File: config.mk
export PLATFORM = sky130hd
export DESIGN_NAME = fetch_stage
export DESIGN_NICKNAME = d
export VERILOG_FILES = /design/src/rtl/lite_pkg.sv /design/src/rtl/fetch_stage_branch_target.sv /design/src/rtl/fetch_stage.sv
export SDC_FILE = /design/constraint.sdc
export NUM_CORES = 1
export LEC_CHECK = 0
export BUFFER_PORTS_ARGS = -buffer_cell sky130_fd_sc_hd__buf_2
export CORE_MARGIN = 2
export CORE_UTILIZATION = 40
export CTS_CLUSTER_SIZE = 40
export DETAILED_ROUTE_END_ITERATION = 10
export PLACE_DENSITY = 0.74
export SLEW_MARGIN = 20
export SYNTH_ARGS = -nofsm -noshare
export SYNTH_HDL_FRONTEND = slang
export SYNTH_SLANG_ARGS = --single-unit
File: constraint.sdc
create_clock -name clk -period 3.2 [get_ports clk]
set_clock_uncertainty 0.1 [all_clocks]
set_input_delay 0.64 -clock clk [delete_from_list [all_inputs] [get_ports clk]]
set_output_delay 0.64 -clock clk [all_outputs]
set_load 0.01 [all_outputs]
File: src/rtl/lite_pkg.sv
// Shared types for the LEGv8-lite core.
// Opcodes, instruction fields, fetch FSM and IF/ID bundle.
package lite_pkg;

  typedef enum logic [3:0] {
    OP_LD   = 4'd5,
    OP_ST   = 4'd6,
    OP_CBZ  = 4'd7,
    OP_ADDI = 4'd8,
    OP_ANDI = 4'd9
  } op_e;

  localparam logic [2:0] XZR = 3'd7;

  typedef struct packed {
    logic [3:0] op;
    logic [5:0] imm6;
    logic [2:0] rs;
    logic [2:0] rd;
  } instr_t;

  typedef enum logic {
    BOOT = 1'b0,
    RUN  = 1'b1
  } fstate_e;

  typedef struct packed {
    logic        valid;
    logic [15:0] instr;
    logic [15:0] pc;
  } if_id_t;

  // CBZ on XZR always branches
  function automatic logic is_uncond(
    input logic [15:0] w
  );
    instr_t f;
    f = instr_t'(w);
    return (f.op == OP_CBZ) && (f.rs == XZR);
  endfunction

  function automatic logic [5:0] imm6_of(
    input logic [15:0] w
  );
    instr_t f;
    f = instr_t'(w);
    return f.imm6;
  endfunction

endpackage

File: src/rtl/fetch_stage_branch_target.sv
// PC-relative branch target adder.
// Word offset imm6 is sign-extended and scaled to bytes.
module branch_target (
  input  logic [15:0] pc_i,
  input  logic [5:0]  imm6_i,
  output logic [15:0] target_o
);

  logic [15:0] off;

  // sext(imm6) << 1, modulo-16 add
  always_comb begin
    off      = {{9{imm6_i[5]}}, imm6_i, 1'b0};
    target_o = pc_i + off;
  end

endmodule

File: src/rtl/fetch_stage.sv
// Instruction fetch: PC, IF/ID register, branch folding.
// Redirect beats stall beats fold beats sequential fetch.
module fetch_stage
  import lite_pkg::*;
#(
  parameter logic [15:0] RESET_PC    = 16'h0000,
  parameter int          FOLD_UNCOND = 1,
  parameter int          CNT_W       = 16
) (
  input  logic             clk,
  input  logic             rst_n,
  output logic [15:0]      iaddr,
  input  logic [15:0]      idata,
  input  logic             stall,
  input  logic             redir_valid,
  input  logic [15:0]      redir_target,
  output logic             id_valid,
  output logic [15:0]      id_instr,
  output logic [15:0]      id_pc,
  output logic [CNT_W-1:0] fetch_count
);

  fstate_e          state_q, state_d;
  logic [15:0]      pc_q, pc_d;
  if_id_t           ifid_q, ifid_d;
  logic [CNT_W-1:0] cnt_q, cnt_d;

  logic [15:0] tgt;
  logic        fold;
  logic        run;
  logic        sel_redir;
  logic        sel_stall;
  logic        sel_fold;
  logic        sel_seq;
  logic        unused_lsb;

  assign unused_lsb = redir_target[0];

  branch_target u_bt (
    .pc_i     (pc_q),
    .imm6_i   (imm6_of(idata)),
    .target_o (tgt)
  );

  assign fold = (FOLD_UNCOND != 0)
             && is_uncond(idata);
  assign run  = (state_q == RUN);

  // one-hot select of the next-PC source
  always_comb begin
    sel_redir = run && redir_valid;
    sel_stall = run && !redir_valid && stall;
    sel_fold  = run && !redir_valid
             && !stall && fold;
    sel_seq   = run && !redir_valid
             && !stall && !fold;
  end

  // next state, next PC, IF/ID and counter
  always_comb begin
    state_d = state_q;
    pc_d    = pc_q;
    ifid_d  = ifid_q;
    cnt_d   = cnt_q;
    if (state_q == BOOT) begin
      state_d = RUN;
    end
    unique case (1'b1)
      sel_redir: begin
        pc_d         = {redir_target[15:1], 1'b0};
        ifid_d.valid = 1'b0;
      end
      sel_stall: begin
        pc_d = pc_q;
      end
      sel_fold: begin
        pc_d         = tgt;
        ifid_d.valid = 1'b0;
      end
      sel_seq: begin
        pc_d         = pc_q + 16'd2;
        ifid_d.valid = 1'b1;
        ifid_d.instr = idata;
        ifid_d.pc    = pc_q;
        if (cnt_q != '1) begin
          cnt_d = cnt_q + CNT_W'(1);
        end
      end
      default: begin
        pc_d = pc_q;
      end
    endcase
  end

  // state registers
  always_ff @(posedge clk or negedge rst_n) begin
    if (!rst_n) begin
      state_q <= BOOT;
      pc_q    <= RESET_PC;
      ifid_q  <= '0;
      cnt_q   <= '0;
    end else begin
      state_q <= state_d;
      pc_q    <= pc_d;
      ifid_q  <= ifid_d;
      cnt_q   <= cnt_d;
    end
  end

  assign iaddr       = pc_q;
  assign id_valid    = ifid_q.valid;
  assign id_instr    = ifid_q.instr;
  assign id_pc       = ifid_q.pc;
  assign fetch_count = cnt_q;

endmodule

==> flow_summary.yaml <==
power_and_ir_drop:
  power_leakage_nw: 2.15
  peakVddDrop_mv: 0.233
  power_density_nw_per_um2: 603
  finalPower_mw: 2.66
yosys:
  syn_avg_cell_area_um2: 9.29
  synth.area.mux_share_pct: 0.329
  synth_ff_type: "dfrtp_1"
  yosys.area_share.simple_pct: 23.5
  synth-async-reset-ratio_pct: 100
  synth.top_cell.area_share_pct: 46.9
  synthDistinctLibCells: 62
  ys_warn_count: 0
  synth_fa_ha_area_share_pct: 2.78
  synth_top_family_by_area: "simple AND/OR/NAND/NOR gates"
  synth-seq-cells: 64
  synth.area.top_cells: "dfrtp_1, nand2_1, xnor2_1"
  synth_top_cell_by_area: "dfrtp_1"
  synth_common_cells: "nand2_1, dfrtp_1, clkbuf_1"
  seq_area_frac_synth_pct: 46.9
  synth_compound_area_share_pct: 18.0
  synth_edf_count: 0
  synth_most_common_cell: "nand2_1"
  syn_inst: 368
  synth_xor_area_share_pct: 4.10
  syn_area_um2: 3420
setup_path:
  r2r_end: "iaddr[8]"
  rr_worst_depth: 11
  crit_slowest_cell: "o31a_1"
  cp_num_cells: 13
  cp_slowest_stage_delay_ns: 0.36
  required_ns: 3.32
  worst-r2r-setup-slack_ns: 0.37
  crit_path_end: "iaddr[15]"
  cp-end-kind: "flip-flop"
  cpLargestDelayFamily: "compound AO/OA/AOI/OAI gates"
  reg2reg_from: "run"
  critPathLaunch: "idata[5]"
  crit_buf_inv: 3
  worstSetupPathType: "input port to flip-flop"
  crit_arrival_ns: 3.14
  crit_fanout: 9
  start_kind: "input port"
  path_cells: "buf_2 -> nand4_1 -> o31ai_4 -> nand2b_1 -> ha_1 -> inv_1 -> fa_1 -> nor2b_1 -> o31a_1 -> buf_4 -> or3_1 -> o21a_1 -> o311ai_1"
finish:
  fin_area_um2: 4410
  layout-drive-gt1-share_pct: 30.8
  n_antenna_cell: 0
  final_nets: 522
  syn2layout_area_growth_pct: 29.1
  final_cell_count_no_fill: 589
place:
  io_buffer_count: 97
  post-place-cells: 573
  dp.final_hpwl_um: 6940
  gp_congestion: 0.892
  preCtsSetupSlack_ns: -0.184
  placed_cell_area_um2: 4170
clock_network:
  cts.sinks: 64
  clkSlewWorstSetupHoldPaths_ns: 0.07
  cts_buffer_depth: 2
  numCtsBuffers: 9
  cts_tree: "done"
  cts_resized: 0
  hold_buffers: 0
  cts-root-buf: "clkbuf_8"
  clk_latency_ns: 0.33
  htree_levels: 3
  post-cts-setup-buffers: 0
global_route:
  grt-ovfl-total: 0
  grt_pass1_wl_um: 15100
  antenna_found_initial: 0
  grt_pass1_vias: 3098
  groute.usage.overall_pct: 21.1
  grt_max_degree: 29
routing:
  routed_wl_um: 9350
  wl_met1_um: 4180
  dr_total_vias: 3227
  wl_met2_um: 4530
  first_iter_violations: 239
  wl_per_cell_um: 15.9
  final_antenna_net_count: 0
  via_per_inst: 5.48
  top_layer_used: "met4"
  firstDrtPassIters: 4
  drc: 0
  met3_length_um: 506
sta:
  setup_slack_ns: 0.182
  maxSlewHeadroom_pct: 30.6
  hold_viol_final: 0
  drv_slew: 0
  max_freq_mhz: 331
  tightest_slew_ns: 1.04
  finalCritPeriodShare_pct: 94.3
  finalSetupViolCount: 0
  timing.hold.ws_ns: 0.214
  rsz0062_at_grt: "no"
  period_needed_ns: 3.02
floorplanning:
  top_level_ports: 101
  die_w_um: 96.4
  dieArea_um2: 9300
  start_util_pct: 41.4
  die_h_um: 96.4
  rows: 33
  coreArea_um2: 8260
hold_path:
  hold_class: "input port to asynchronous set/reset pin"
flow_run:
  maxCapViolCount: 0
outcome:
  outcome: "finished, final reports clean"
layer usage:
metal,track usage (%),vias to the layer above
li1,-,1538
met1,27.6,1542
met2,35.0,134
met3,3.10,13
met4,9.04,0
met5,0,-
worst min-delay path by stage:
stage | start | slack, ns | endpoint
floorplan | rst_n | 0.24 | fetch_count[0]
CTS | rst_n | 0.23 | id_instr[12]
finish | rst_n | 0.21 | id_instr[12]
global route | rst_n | 0.25 | fetch_count[3]
global placement | id_instr[10] | 0.35 | id_instr[10]
detailed placement | id_pc[5] | 0.36 | id_pc[5]
layout by cell type (no fill, tap or decap), types with 2 or more instances in the layout:
master,instances
inv_1,14
a31oi_1,2
o221ai_1,3
o22a_1,5
nor3_1,3
dfrtp_1,64
bufinv_16,3
nand2b_1,2
o2111a_1,2
o21ai_0,9
xnor2_1,12
and4_1,2
or4_4,2
clkbuf_8,10
nor2b_1,7
nand2_1,92
a21oi_1,13
buf_2,97
nand3_1,13
a211o_1,2
and2_4,2
o31a_1,2
o311ai_1,7
ha_4,2
xor2_1,4
nor2_1,11
a2bb2oi_1,5
a2111o_1,2
o211ai_1,5
o21a_1,2
ha_1,4
or4_1,3
nand4_1,10
o31ai_1,2
and2_1,2
buf_4,22
conb_1,3
a22o_1,6
nor4_1,3
or3_1,2
layout make-up:
class	instances	area (um^2)
Clock buffer	11	141
Clock inverter	5	104
Fill cell	798	3840
Inverter	14	52.6
Multi-Input combinational cell	271	1730
Sequential cell	64	1600
Tap cell	105	131
Timing Repair Buffer	119	651
flip-flops by register name (all words and copies together) (netlist names):
| signal | count |
|---|---|
| fetch_count | 16 |
| iaddr | 15 |
| id_instr | 16 |
| id_pc | 15 |
| id_valid | 1 |
| run | 1 |
cell families after synthesis:
| group | after synthesis |
|---|---|
| simple gates | 165 |
| compound gates | 79 |
| flops | 64 |
| buf+inv | 34 |
| xor+xnor | 16 |
| fa+ha+maj | 7 |
| other cells | 2 |
| mux | 1 |
power by group:
group | switching (mW) | total (mW) | internal (mW)
Sequential | 0.141 | 1.09 | 0.949
Combinational | 0.390 | 0.707 | 0.317
Clock | 0.323 | 0.862 | 0.540
stage by stage:
stage	setup TNS, ns	utilization, %
6_report	0	53.4
3_5_place_dp	-0.587	50.5
3_3_place_gp	-0.293	50.5
5_1_grt	0	53.4
4_1_cts	0	53.4
2_1_floorplan	-0.0972	-
Power figures use the tool's default switching activity.
